**src/rtl/int_gateway.sv**
```systemverilog
// rtl/int_gateway.sv - peripheral interrupt gateway: pending latch, enable mask, clear, missed-event counters
module int_gateway #(
    parameter int                  INT_BITS   = 4,
    parameter int                  CNT_BITS   = 4,
    parameter logic [INT_BITS-1:0] LEVEL_MASK = '0
) (
    input  logic                clk,
    input  logic                rst,
    input  logic [INT_BITS-1:0] src_i,
    input  logic                reg_sel_i,
    input  logic                reg_we_i,
    input  logic [3:0]          reg_addr_i,
    input  logic [31:0]         reg_wdata_i,
    output logic [31:0]         reg_rdata_o,
    output logic                reg_rvalid_o,
    output logic [INT_BITS-1:0] interrupt_o
);

    localparam int MW = INT_BITS * CNT_BITS;

    logic [INT_BITS-1:0] pending;
    logic [INT_BITS-1:0] pending_nxt;
    logic [INT_BITS-1:0] enable;
    logic [INT_BITS-1:0] src_d;
    logic [INT_BITS-1:0] rise;
    logic [INT_BITS-1:0] clr_vec;
    logic [MW-1:0]       missed;
    logic [MW-1:0]       missed_nxt;
    logic [CNT_BITS-1:0] cnt;
    logic [1:0]          word;
    logic                wr;
    logic                rd;
    logic [31:0]         rd_mux;
    logic                unused_bits;

    assign word        = reg_addr_i[3:2];
    assign wr          = reg_sel_i & reg_we_i;
    assign rd          = reg_sel_i & ~reg_we_i;
    assign rise        = src_i & ~src_d;
    assign clr_vec     = (wr && word == 2'd2) ? reg_wdata_i[INT_BITS-1:0] : '0;
    assign interrupt_o = pending & enable;
    assign unused_bits = ^{reg_addr_i[1:0], reg_wdata_i[31:INT_BITS]};

    // Per-source next state: a new rising edge beats a simultaneous clear
    always_comb begin
        pending_nxt = pending;
        missed_nxt  = missed;
        cnt         = '0;
        for (int i = 0; i < INT_BITS; i++) begin
            cnt = missed[i*CNT_BITS +: CNT_BITS];
            if (LEVEL_MASK[i]) begin
                pending_nxt[i]                  = src_i[i];
                missed_nxt[i*CNT_BITS +: CNT_BITS] = '0;
            end else if (rise[i] && clr_vec[i]) begin
                pending_nxt[i]                  = 1'b1;
                missed_nxt[i*CNT_BITS +: CNT_BITS] = '0;
            end else if (rise[i] && pending[i]) begin
                if (cnt != {CNT_BITS{1'b1}})
                    missed_nxt[i*CNT_BITS +: CNT_BITS] = cnt + CNT_BITS'(1);
            end else if (rise[i]) begin
                pending_nxt[i] = 1'b1;
            end else if (clr_vec[i]) begin
                pending_nxt[i]                  = 1'b0;
                missed_nxt[i*CNT_BITS +: CNT_BITS] = '0;
            end
        end
    end

    // Register read mux; unimplemented upper bits read as zero
    always_comb begin
        rd_mux = '0;
        case (word)
            2'd0:    rd_mux[INT_BITS-1:0] = pending;
            2'd1:    rd_mux[INT_BITS-1:0] = enable;
            2'd3:    rd_mux[MW-1:0]       = missed;
            default: rd_mux               = '0;
        endcase
    end

    // State update; reset wins over any access in the same cycle
    always_ff @(posedge clk) begin
        if (rst) begin
            pending      <= '0;
            enable       <= '0;
            missed       <= '0;
            src_d        <= '0;
            reg_rdata_o  <= '0;
            reg_rvalid_o <= 1'b0;
        end else begin
            pending      <= pending_nxt;
            missed       <= missed_nxt;
            src_d        <= src_i;
            reg_rvalid_o <= rd;
            if (rd)
                reg_rdata_o <= rd_mux;
            if (wr && word == 2'd1)
                enable <= reg_wdata_i[INT_BITS-1:0];
        end
    end

endmodule

```
**config.mk**
```make
export PLATFORM = sky130hd
export DESIGN_NAME = int_gateway
export DESIGN_NICKNAME = d
export VERILOG_FILES = /design/src/rtl/int_gateway.sv
export SDC_FILE = /design/constraint.sdc
export NUM_CORES = 1
export LEC_CHECK = 0
export ABC_AREA = 1
export CAP_MARGIN = 5
export CORE_UTILIZATION = 45
export CTS_CLUSTER_SIZE = 25
export DETAILED_ROUTE_END_ITERATION = 6
export GPL_ROUTABILITY_DRIVEN = 1
export HOLD_SLACK_MARGIN = 0.06
export PLACE_DENSITY = 0.78
export SETUP_SLACK_MARGIN = 0.2
export SLEW_MARGIN = 20
export SYNTH_ARGS = -nofsm -noshare
export SYNTH_HDL_FRONTEND = slang
export SYNTH_SLANG_ARGS = --single-unit
```
**constraint.sdc**
```tcl
create_clock -name clk -period 2.56 [get_ports clk]
set_input_delay 0.512 -clock clk [delete_from_list [all_inputs] [get_ports clk]]
set_output_delay 0.512 -clock clk [all_outputs]
set_load 0.01 [all_outputs]
```
==> impl_metrics.ini <==
[cts]
cts_inserted_buffers = 5
cts.path.max_buffers = 2
hold_buffers = 0
cts.clk_slew.worst_paths_ns = 0.08
cts_root_buf = clkbuf_8
clock_latency_ns = 0.30
ctsResizeCount = 0
numClockSinks = 45
cts_tree = yes
post-cts-setup-buffer-count = 0
h-tree-depth = 2

[finish]
nets = 402
diodes = 0
final_cell_mix = nand2_1 (68), nor2_1 (51), dfxtp_1 (45)
drive_gt1_frac = 0.0704
layout.cells.non_filler = 422
final_area_um2 = 2760
area_growth_pct = 18.6
final_common_cell = nand2_1

[detailed_routing]
drc = 0
via_count = 2054
antenna_left = 0
drt-initial-drc-count = 83
wl_per_cell_um = 10.8
via_per_inst = 4.87
dr.pass1.iters = 4
wirelength_um = 4560

[worst_setup_path]
max_stage_delay_ns = 0.53
crit_chain = nand2_1 > inv_1 > clkdlybuf4s50_1
crit_path_top_delay_cell = clkdlybuf4s50_1
worstPathRequired_ns = 2.05
path_delay_family = buffers and inverters
crit_type = reg -> out
cp.arrival_ns = 1.36
cp_max_fo = 4
worstSetupStartpointType = flop
endpoint_kind = output port
crit_buf_inv = 2

[sta]
hold_viol = 0
hold_ws_ns = 0.477
final.min_clock_period_ns = 1.87
report.final.slew_viol_count = 0
max_freq_ghz = 0.534
relSlewSlack = 0.446
rsz0062_at_grt = false
period_share = 0.731
setup-violations-final = 0
setup_tns_ns = 0
worstMarginPinSlew_ns = 0.831
skew_ns = 0.00678

[logic_synthesis]
ys_types = 25
synth_flop_cell = dfxtp_1
synth_edf_count = 0
avgSynthCellArea_um2 = 7.31
ys_seq_area_frac = 0.388
ys_warn_count = 0
netlist.area_leader.share = 0.388
synth_top_cell_by_area = dfxtp_1
synth_seq_cells = 45
syn_area_um2 = 2320
synthTopCellsByArea = dfxtp_1 (39%), nand2_1 (11%), nor2_1 (8.2%), inv_1 (6.3%), nand3_1 (5.6%)
async_reset_ff_frac = 0
syn-instance-count = 318

[floorplanning]
ioPinCount = 81
start_util = 0.479
row_count = 25
core_um2 = 4850
dieArea_um2 = 5450
fp.dieH_um = 73.9
dieWidth_um = 73.9

[global_route]
grt_pass1_wl_um = 7580
gr-total-overflow = 0
grt_max_degree = 22
grt_pass1_vias = 1778
track_usage = 0.183
antenna_found_initial = 0

[placed_design]
dp_cells = 414
place_congestion = 0.785
io_buffers = 34
placed_area_um2 = 2650
dp_hpwl_um = 3370

[status]
run_status = finished, final reports clean

[power]
leakagePower_nw = 1.23
powerDensity_nw_per_um2 = 509
peakVddDrop_v = 0.000218

[hold_path]
hp-class = reg -> reg

[job]
max_cap_violations = 0
cell usage after synthesis (2+ instances only):
library cell	instances
or2_2	4
buf_4	16
a21boi_0	2
nor2_8	2
nand3_4	4
o21bai_1	3
nand2_4	2
o211ai_1	7
nor3_1	3
nand3_1	26
clkbuf_1	3
nand2_1	68
buf_6	3
nand4_1	4
dfxtp_1	45
a22oi_1	12
nand2_2	3
o21ai_0	4
nor2_1	51
a21oi_1	10
ha_1	4
inv_1	39
power by group:
group	internal [mW]	switching, mW	total (mW)
clock network	0.244	0.240	0.484
logic	0.0642	0.104	0.169
registers	0.725	0.0241	0.749
flip-flops by register name, summed over array words and instances, names as in the netlist:
| signal | count |
|---|---|
| pending | 4 |
| missed | 16 |
| reg_rvalid_o | 1 |
| reg_rdata_o | 16 |
| src_d | 4 |
| enable | 4 |
logic make-up after synthesis:
group / Yosys count / share of synthesized area
flops: 45 / 0.388
compound gates: 38 / 0.108
fa+ha+maj: 4 / 0.0215
buf+inv: 61 / 0.134
other cells: 1 / 0.00161
simple gates: 169 / 0.347
stage by stage:
stage,setup slack (ns),util,power [mW]
global route,0.571,0.568,1.47
CTS,0.689,0.568,1.41
finish,0.688,0.568,1.40
detailed placement,0.417,0.547,0.933
global placement,0.424,0.547,0.929
floorplan,1.22,-,0.895
tightest hold or removal path, delay by kind of cell (launching register included):
kind            cells  cell delay [ns]
compound gates      1             0.06
simple gates        1             0.06
flops               1             0.32
layer usage:
| layer | GRT usage | vias to the layer above | wire length [um] |
|---|---|---|---|
| met5 | 0 | - | 0 |
| met4 | 0.0833 | 0 | 89 |
| met3 | 0.0288 | 8 | 147 |
| met2 | 0.314 | 41 | 2240 |
| met1 | 0.224 | 946 | 2090 |
| li1 | - | 1059 | - |
area by class of cell:
class,instances,area (um2)
flip-flops and latches,45,901
clock inverters,1,5.00
inverters,39,146
repair buffers,36,355
clock buffers,7,96.3
fillers,464,2090
well taps,67,83.8
multi-input cells,227,1170
final timing paths:
check                 startpoint             end  slack [ns]  cells past startpoint
hold reg to reg   reg_rdata_o[0]  reg_rdata_o[0]        0.48                      2
setup / recovery      pending[2]  interrupt_o[2]        0.69                      3
hold / removal    reg_rdata_o[0]  reg_rdata_o[0]        0.48                      2
setup reg to reg        src_d[3]      missed[12]        1.27                      8
No activity file was read; power rests on OpenSTA's default activity.
